[config.mk]
export PLATFORM = sky130hd
export DESIGN_NAME = example_mac_accum
export DESIGN_NICKNAME = d
export VERILOG_FILES = /design/src/rtl/example_mac_pkg.sv /design/src/rtl/example_mac_accum_round_sat.sv /design/src/rtl/example_mac_accum.sv
export SDC_FILE = /design/constraint.sdc
export NUM_CORES = 1
export LEC_CHECK = 0
export BUFFER_PORTS_ARGS = -buffer_cell sky130_fd_sc_hd__buf_2
export CORE_UTILIZATION = 55
export DETAILED_ROUTE_END_ITERATION = 6
export PLACE_DENSITY = 0.76
export SETUP_SLACK_MARGIN = 0.1
export SLEW_MARGIN = 20
export SYNTH_ARGS = -nofsm -noshare
export SYNTH_HDL_FRONTEND = slang
export SYNTH_HIERARCHICAL = 1
export SYNTH_SLANG_ARGS = --single-unit
[constraint.sdc]
create_clock -name ap_clk -period 4.67 [get_ports ap_clk]
set_input_delay 0.2335 -clock ap_clk [delete_from_list [all_inputs] [get_ports ap_clk]]
set_output_delay 0.2335 -clock ap_clk [all_outputs]
set_load 0.1 [all_outputs]
[src/rtl/example_mac_pkg.sv]
// Shared defaults and state enumeration for the example_mac_accum frame accumulator.
// The optional EXAMPLE_MAC_ACCUM_SAT_EN macro is consumed by example_mac_accum_round_sat.
package example_mac_pkg;

    localparam int DEF_IN_W       = 21;
    localparam int DEF_ACC_W      = 28;
    localparam int DEF_OUT_W      = 16;
    localparam int DEF_FRAC_SHIFT = 8;
    localparam int DEF_MAX_TERMS  = 64;

    typedef enum logic [1:0] {
        ST_IDLE  = 2'd0,
        ST_ACCUM = 2'd1,
        ST_HOLD  = 2'd2
    } state_t;

endpackage

[src/rtl/example_mac_accum_round_sat.sv]
// Round-half-up, then saturate (EXAMPLE_MAC_ACCUM_SAT_EN defined) or wrap (default) to OUT_W.
// ovf flags a clipped result, or a wrapped one whose discarded bits were not a sign extension.
module example_mac_accum_round_sat
    import example_mac_pkg::*;
#(
    parameter int ACC_W      = DEF_ACC_W,
    parameter int OUT_W      = DEF_OUT_W,
    parameter int FRAC_SHIFT = DEF_FRAC_SHIFT
) (
    input  logic signed [ACC_W-1:0] sum,
    output logic signed [OUT_W-1:0] result,
    output logic                    ovf
);

    // One guard bit keeps the rounding add from overflowing at the top of the range.
    localparam int                  RND_POS = (FRAC_SHIFT > 0) ? FRAC_SHIFT - 1 : 0;
    localparam logic signed [ACC_W:0] RND   = (FRAC_SHIFT > 0) ? (ACC_W+1)'(1) << RND_POS : '0;
    localparam logic signed [ACC_W:0] MAX_V = (ACC_W+1)'((longint'(1) <<< (OUT_W-1)) - 1);
    localparam logic signed [ACC_W:0] MIN_V = (ACC_W+1)'(-(longint'(1) <<< (OUT_W-1)));

    function automatic logic signed [ACC_W:0] round_half_up(input logic signed [ACC_W-1:0] s);
        logic signed [ACC_W:0] w;
        w = {s[ACC_W-1], s};
        w = w + RND;
        return w >>> FRAC_SHIFT;
    endfunction

    function automatic logic fits_out(input logic signed [ACC_W:0] r);
        return (r <= MAX_V) && (r >= MIN_V);
    endfunction

`ifdef EXAMPLE_MAC_ACCUM_SAT_EN
    function automatic logic signed [OUT_W-1:0] limit_out(input logic signed [ACC_W:0] r);
        if (r > MAX_V)
            return MAX_V[OUT_W-1:0];
        else if (r < MIN_V)
            return MIN_V[OUT_W-1:0];
        else
            return r[OUT_W-1:0];
    endfunction
`else
    function automatic logic signed [OUT_W-1:0] limit_out(input logic signed [ACC_W:0] r);
        return r[OUT_W-1:0];
    endfunction
`endif

    logic signed [ACC_W:0] rounded_p0;

    always_comb begin
        rounded_p0 = round_half_up(sum);
        ovf        = !fits_out(rounded_p0);
        result     = limit_out(rounded_p0);
    end

endmodule

[src/rtl/example_mac_accum.sv]
// Frame accumulator: sums signed products until in_last or MAX_TERMS, then presents a rounded result.
// Define EXAMPLE_MAC_ACCUM_SAT_EN to saturate the result instead of wrapping it.
module example_mac_accum
    import example_mac_pkg::*;
#(
    parameter int IN_W       = DEF_IN_W,
    parameter int ACC_W      = DEF_ACC_W,
    parameter int OUT_W      = DEF_OUT_W,
    parameter int FRAC_SHIFT = DEF_FRAC_SHIFT,
    parameter int MAX_TERMS  = DEF_MAX_TERMS
) (
    input  logic                    ap_clk,
    input  logic                    ap_rst_n,
    input  logic                    in_valid,
    output logic                    in_ready,
    input  logic signed [IN_W-1:0]  in_data,
    input  logic                    in_last,
    output logic                    out_valid,
    input  logic                    out_ready,
    output logic signed [OUT_W-1:0] out_data,
    output logic                    out_ovf,
    output logic                    out_err
);

    localparam int                CNT_W   = $clog2(MAX_TERMS + 1);
    localparam logic [CNT_W-1:0] MAX_CNT = CNT_W'(MAX_TERMS);

    state_t                    state;
    logic signed [ACC_W-1:0]   acc;
    logic [CNT_W-1:0]          count;

    logic                      in_xfer;
    logic                      out_xfer;
    logic signed [ACC_W-1:0]   term_p0;
    logic signed [ACC_W-1:0]   sum_p0;
    logic [CNT_W-1:0]          count_p0;
    logic                      at_max_p0;
    logic                      close_p0;
    logic signed [OUT_W-1:0]   result_p0;
    logic                      ovf_p0;

    assign in_ready = !out_valid || out_ready;
    assign in_xfer  = in_valid && in_ready;
    assign out_xfer = out_valid && out_ready;

    // Anything other than ACCUM starts a fresh frame, so a term arriving while
    // the previous result leaves HOLD is summed from zero.
    always_comb begin
        term_p0   = {{(ACC_W-IN_W){in_data[IN_W-1]}}, in_data};
        sum_p0    = (state == ST_ACCUM) ? acc + term_p0 : term_p0;
        count_p0  = (state == ST_ACCUM) ? count + 1'b1 : CNT_W'(1);
        at_max_p0 = (count_p0 == MAX_CNT);
        close_p0  = in_last || at_max_p0;
    end

    example_mac_accum_round_sat #(
        .ACC_W      (ACC_W),
        .OUT_W      (OUT_W),
        .FRAC_SHIFT (FRAC_SHIFT)
    ) u_round_sat (
        .sum    (sum_p0),
        .result (result_p0),
        .ovf    (ovf_p0)
    );

    // ---- stage p1: frame state and registered result ----
    always_ff @(posedge ap_clk or negedge ap_rst_n) begin
        if (!ap_rst_n) begin
            state     <= ST_IDLE;
            acc       <= '0;
            count     <= '0;
            out_valid <= 1'b0;
            out_data  <= '0;
            out_ovf   <= 1'b0;
            out_err   <= 1'b0;
        end else if (in_xfer) begin
            if (close_p0) begin
                state     <= ST_HOLD;
                acc       <= '0;
                count     <= '0;
                out_valid <= 1'b1;
                out_data  <= result_p0;
                out_ovf   <= ovf_p0;
                out_err   <= !in_last && at_max_p0;
            end else begin
                state     <= ST_ACCUM;
                acc       <= sum_p0;
                count     <= count_p0;
                out_valid <= 1'b0;
            end
        end else if (out_xfer) begin
            state     <= ST_IDLE;
            out_valid <= 1'b0;
        end
    end

endmodule

# Word-level counts from Yosys, hierarchy flattened
# Index checks and enable logic that the tools add are counted.
[word_totals]
reg_bits = 56
inputBits = 26
out_inout_bits = 20
word_cells = 35
[classes]
addsub = 3
order_cmp = 2
n_eq_ne = 2
mux = 10
reduce_logical = 11
[op_table]
columns = ["cell", "count"]
rows = [
  ["$mux 28", 2],
  ["$add 28x9->29 const B", 1],
  ["$add 28x21->28", 1],
  ["$ge 21x16->1 const B", 1],
  ["$le 21x16->1 const B", 1],
  ["$mux 7", 2],
  ["$add 7x1->7 const B", 1],
  ["$eq 7x7->1 const B", 1],
  ["$mux 2", 3],
  ["$logic_and 1x1->1", 4],
  ["$logic_not 1->1", 3],
  ["$mux 1", 3],
  ["$eq 2x1->1 const B", 1],
  ["$logic_or 1x1->1", 2],
  ["$reduce_and 2->1", 1],
  ["$reduce_bool 2->1", 1],
]

# Logic depth before layout (Yosys ltp)
[logic_depth]
word_depth = 6
ltp_mapped = 17
depth_no_buf = 17

# Modules after synthesis
# Netlist, hierarchy kept.
[modules_own_cells]
columns = ["module", "n_inst", "cells_each", "area_each_um2", "seq_area_each_um2"]
rows = [
  ["example_mac_accum", 1, 474, 4190.3, 1376.3],
  ["example_mac_accum_round_sat", 1, 58, 439.2, 0.0],
]

# Least setup slack after synthesis
# OpenSTA, ideal clock, no wires.
[synth_path]
path_type = "register to register"
startpoint = "register acc[0]"
endpoint = "register out_ovf"
setup_ps = 126
arrival_ps = 3473
t_required_ps = 4544
slack_ps = 1071
stages_incl_launch_ff = 17
path_buffers = 0
period_less_slack_ps = 3599
path_cell_list = "dfrtp_1 -> ha_1 -> fa_1 -> a21oi_1 -> o211a_1 -> o21a_1 -> o2111ai_1 -> nand2b_1 -> xor2_1 -> o21ai_0 -> and4_4 -> nand4_4 -> nor3_2 -> xnor2_1 -> o31ai_1 -> a21oi_1 -> mux2_2"
[synth_between]
elab_chain_len = 6
word_cells_on_any_way = 7
classes_between = "add/sub (2); order compare (2); mux (1); reduce/logical (2)"
[synth_lines]
columns = ["element", "line", "source"]
rows = [
  ["start: declaration", "example_mac_accum.sv:29", "logic signed [ACC_W-1:0] acc;"],
  ["start signal: assignment", "example_mac_accum.sv:87", "acc <= sum_p0;"],
  ["$add 28x21->28 (*)", "example_mac_accum.sv:50", "sum_p0 = (state == ST_ACCUM) ? acc + term_p0 : term_p0;"],
  ["$mux 28 (*)", "example_mac_accum.sv:50", ""],
  ["named net sum_p0[16]", "example_mac_accum.sv:35", "logic signed [ACC_W-1:0] sum_p0;"],
  ["$add 28x9->29 (*)", "example_mac_accum_round_sat.sv:24", "w = w + RND;"],
  ["$le 21x16->1 or $ge 21x16->1 (tied branches)", "example_mac_accum_round_sat.sv:29", "return (r <= MAX_V) && (r >= MIN_V);"],
  ["$logic_and 1x1->1 (*)", "example_mac_accum_round_sat.sv:29", ""],
  ["$logic_not 1->1 (*)", "example_mac_accum_round_sat.sv:51", "ovf = !fits_out(rounded_p0);"],
  ["named net ovf_p0", "example_mac_accum.sv:40", "logic ovf_p0;"],
  ["end signal: assignment", "example_mac_accum.sv:83", "out_ovf <= ovf_p0;"],
  ["end: declaration", "example_mac_accum.sv:21", "output logic out_ovf,"],
]
# Mark *: on every way through the listed nets, which the timed path passes. The rest lies on a longest branch.
# A chain may end at the register's enable or synchronous reset.

# Final worst setup path
[layout_path]
startpoint = "register acc[0]"
endpoint = "register out_data[10]"
[layout_between]
elab_chain_len = 3
[layout_lines]
columns = ["element", "line", "source"]
rows = [
  ["$add 28x21->28", "example_mac_accum.sv:50", ""],
  ["$mux 28", "example_mac_accum.sv:50", ""],
  ["named net sum_p0[10]", "example_mac_accum.sv:35", ""],
  ["$add 28x9->29", "example_mac_accum_round_sat.sv:24", ""],
  ["named net result_p0[10]", "example_mac_accum.sv:39", "logic signed [OUT_W-1:0] result_p0;"],
  ["end signal: assignment", "example_mac_accum.sv:82", "out_data <= result_p0;"],
  ["end: declaration", "example_mac_accum.sv:20", "output logic signed [OUT_W-1:0] out_data,"],
]
# The timed path passes the listed nets, and every way through them passes these cells.

==> impl_metrics.env <==
export IMPL_outcome="finished, final reports clean"
export IMPL_cts_max_level=2
export IMPL_postCtsHoldBufs=0
export IMPL_yosys_cell_types_count=76
export IMPL_final_setup_violating_endpoints=0
export IMPL_timing_final_max_slew_violations=0
export IMPL_met1_usage=0.368
export IMPL_cts_setup_buffers=0
export IMPL_worst_supply_voltage_drop_on_vdd_mv=0.274
export IMPL_drv_max_cap_violation_count=0
export IMPL_grt_antenna_before_repair=0
export IMPL_gp_routability_congestion=0.943
export IMPL_final_hold_viol_count=0
export IMPL_tritoncts_num_sinks=55
export IMPL_finalClockSkew_ns=0.00810
export IMPL_grt_pass1_vias=4081
export IMPL_antenna_diode_count=0
export IMPL_layout_common_cells="72 x nand2_1, 55 x dfrtp_1, 45 x buf_2, 36 x a21oi_1, 34 x o21ai_0"
export IMPL_design_final_nets=619
export IMPL_core_region_area_mm2=0.00818
export IMPL_grt_max_degree=56
export IMPL_dpl_worst_slack_ns=0.782
export IMPL_floorplan_initialDensity=0.566
export IMPL_period_needed_ns=3.95
export IMPL_first_pass_iters=5
export IMPL_post_synth_instance_area_mm2=0.00463
export IMPL_post_synthesis_sequential_area_ratio=0.297
export IMPL_timing_final_ws_setup_ns=0.721
export IMPL_hold_path_class="in2async"
export IMPL_row_count=33
export IMPL_highest_attainable_clock_frequency_mhz=253
export IMPL_cts_root_to_sink_buffers=2
export IMPL_setup_worst_path_start_class="flop"
export IMPL_criticalPathCategory="reg2reg"
export IMPL_gr_usage_all_layers=0.278
export IMPL_postSynthNetCount=588
export IMPL_cts_buffers_inserted=5
export IMPL_synth_seq_cells=55
export IMPL_area_growth_pct=8.11
export IMPL_synth_async_reset_ratio=1.00
export IMPL_critical_path_required_ns=4.88
export IMPL_power_static_leakage_nw=2.30
export IMPL_grt_util_met2=0.466
export IMPL_timing_final_crit_share=0.846
export IMPL_yosys_warnings=6
export IMPL_grt_overflow_total=0
export IMPL_io_buffers=45
export IMPL_drt_wirelength_per_cell_um=16.9
export IMPL_critical_path_arrival_ns=4.16
export IMPL_ctsRootBufferMaster="clkbuf_8"
export IMPL_synth_edf_count=0
export IMPL_layout_cells_most_common="nand2_1"
export IMPL_cts_tree="done"
export IMPL_detailroute_via_count=4166
export IMPL_syn_area_per_cell_um2=8.70
export IMPL_routed_wirelength_um=11300
export IMPL_clk_insertion_delay_late_ns=0.31
export IMPL_met3_use_gr=0.0364
export IMPL_worstPathMaxFanout=4
export IMPL_max_slew_margin=0.402
export IMPL_cts_repair_resize_count=0
export IMPL_yosys_most_used_dff="dfrtp_1"
export IMPL_floorplan_io_pins=46
export IMPL_syn_instance_count=532
export IMPL_end_kind="flop"
export IMPL_die_x_um=93.7
export IMPL_dp_hpwl_um=8440
export IMPL_totalNegativeSetupSlack_ns=0
export IMPL_first_iter_violations=291
export IMPL_ant_nets=0
export IMPL_unrepaired_setup_endpoints_after_global_routing="no"
export IMPL_clock_transition_time_at_the_flip_flop_clock_pins_of_the_worst_setup_and_hold_paths_ns=0.10
export IMPL_drc_errors=0
export IMPL_placed_cells=661
export IMPL_die_height_um=93.7
export IMPL_drt_via_density=6.23
export IMPL_die_area_mm2=0.00879
export IMPL_power_density_mw_per_mm2=423
export IMPL_post_route_cells_drive_above_1_share=0.184
export IMPL_layoutNonFillerInstCount=669
export IMPL_gr_max_usage_layer="met2"
export IMPL_grt_first_pass_wirelength_um=19300
export IMPL_worst_slew_pin_slew_ns=0.897
## Yosys cell counts (2+ instances only)
| library cell | instances | area, um2 |
|---|---|---|
| o21ai_0 | 34 | 170 |
| buf_6 | 2 | 22.5 |
| a221o_1 | 3 | 30.0 |
| o21ai_1 | 7 | 35.0 |
| nor4_1 | 5 | 31.3 |
| mux2_4 | 8 | 120 |
| a31oi_1 | 9 | 56.3 |
| ha_1 | 29 | 363 |
| o21a_1 | 3 | 22.5 |
| xnor2_1 | 25 | 219 |
| nand2b_1 | 3 | 18.8 |
| buf_2 | 7 | 35.0 |
| o21bai_1 | 4 | 30.0 |
| xor2_1 | 16 | 140 |
| a22o_1 | 14 | 123 |
| nand3_1 | 16 | 80.1 |
| o21ai_2 | 2 | 17.5 |
| a211oi_1 | 5 | 37.5 |
| nand3_2 | 2 | 20.0 |
| inv_1 | 13 | 48.8 |
| o211ai_1 | 2 | 15.0 |
| buf_1 | 2 | 7.51 |
| nor2b_1 | 2 | 12.5 |
| nor3_1 | 9 | 45.0 |
| and2_1 | 7 | 43.8 |
| nor2_1 | 24 | 90.1 |
| a211o_1 | 2 | 17.5 |
| a311oi_1 | 2 | 17.5 |
| o2111ai_1 | 4 | 35.0 |
| or2_1 | 2 | 12.5 |
| or3_1 | 2 | 12.5 |
| a31o_2 | 4 | 35.0 |
| a21oi_1 | 36 | 180 |
| a21o_1 | 14 | 105 |
| clkbuf_1 | 15 | 56.3 |
| and3_1 | 6 | 37.5 |
| nand4_1 | 12 | 75.1 |
| mux2_2 | 11 | 124 |
| nand2_1 | 72 | 270 |
| dfrtp_1 | 55 | 1380 |
| o31ai_1 | 6 | 45.0 |
| a21oi_2 | 2 | 17.5 |
## metal layers
metal | up-vias | wire length [um]
met5 | - | 0
met4 | 0 | 237
met3 | 21 | 547
met2 | 142 | 5400
met1 | 1986 | 5130
li1 | 2017 | -
## logic make-up (layout without fill, tap and decap cells)
family	after synthesis	after routing	share of synthesized area
AND/OR/NAND/NOR	178	178	0.201
AO/OA/AOI/OAI	166	166	0.243
adder cells (fa/ha/maj)	30	30	0.0827
multiplexers	20	20	0.0549
XOR/XNOR	41	41	0.0776
buffers and inverters	42	74	0.0438
flip-flops	55	55	0.297
## area by class of cell
type	count	area (um2)
clock inverter	3	43.8
timing repair buffer	53	285
inverter	13	48.8
tap	105	131
fill	737	3170
multi-input combinational	435	3050
clock buffer	5	68.8
sequential	55	1380
## worst max-delay path, stage by stage, from the launching register on
cell	delay, ns
dfrtp_1	0.40
ha_1	0.21
fa_1	0.41
a21oi_1	0.23
o211a_1	0.23
nor2_1	0.07
a21boi_0	0.32
xnor2_1	0.12
o21ai_0	0.50
nand4_2	0.31
nor2_1	0.24
and2_1	0.24
nand4_1	0.14
xnor2_1	0.16
mux2_4	0.26
## metrics by stage
step	total power [W]	cell area, um2	utilization	hold slack [ns]
5_1_grt	0.00224	5000	0.612	0.120
3_3_place_gp	0.00177	4890	0.598	0.414
3_5_place_dp	0.00179	4890	0.598	0.425
2_1_floorplan	0.00157	4630	-	-0.0621
4_1_cts	0.00212	5000	0.612	0.0754
6_report	0.00212	5000	0.612	0.0427
## worst paths after layout
kind | start | to | cells past startpoint | slack (ns)
max | acc[0]$_DFFE_PN0P_ | out_data[10]$_DFFE_PN0P_ | 14 | 0.72
min | ap_rst_n | out_data[11]$_DFFE_PN0P_ | 2 | 0.04
max reg2reg | acc[0]$_DFFE_PN0P_ | out_data[10]$_DFFE_PN0P_ | 14 | 0.72
min reg2reg | acc[5]$_DFFE_PN0P_ | acc[5]$_DFFE_PN0P_ | 2 | 0.48
max in group asynchronous | ap_rst_n | acc[0]$_DFFE_PN0P_ | 2 | 4.14
min in group ap_clk | in_valid | state[0]$_DFFE_PN0P_ | 4 | 0.22
## sequential cells by signal, indices dropped and copies added (netlist names)
| register | count |
|---|---|
| out_valid | 1 |
| out_ovf | 1 |
| out_data | 16 |
| count | 7 |
| out_err | 1 |
| acc | 28 |
| state | 1 |
## power breakdown
group	internal [W]	switching, W
clock network	0.000160	0.000164
logic	0.000345	0.000832
registers	0.000564	0.0000498
No activity file was read; power rests on OpenSTA's default activity.
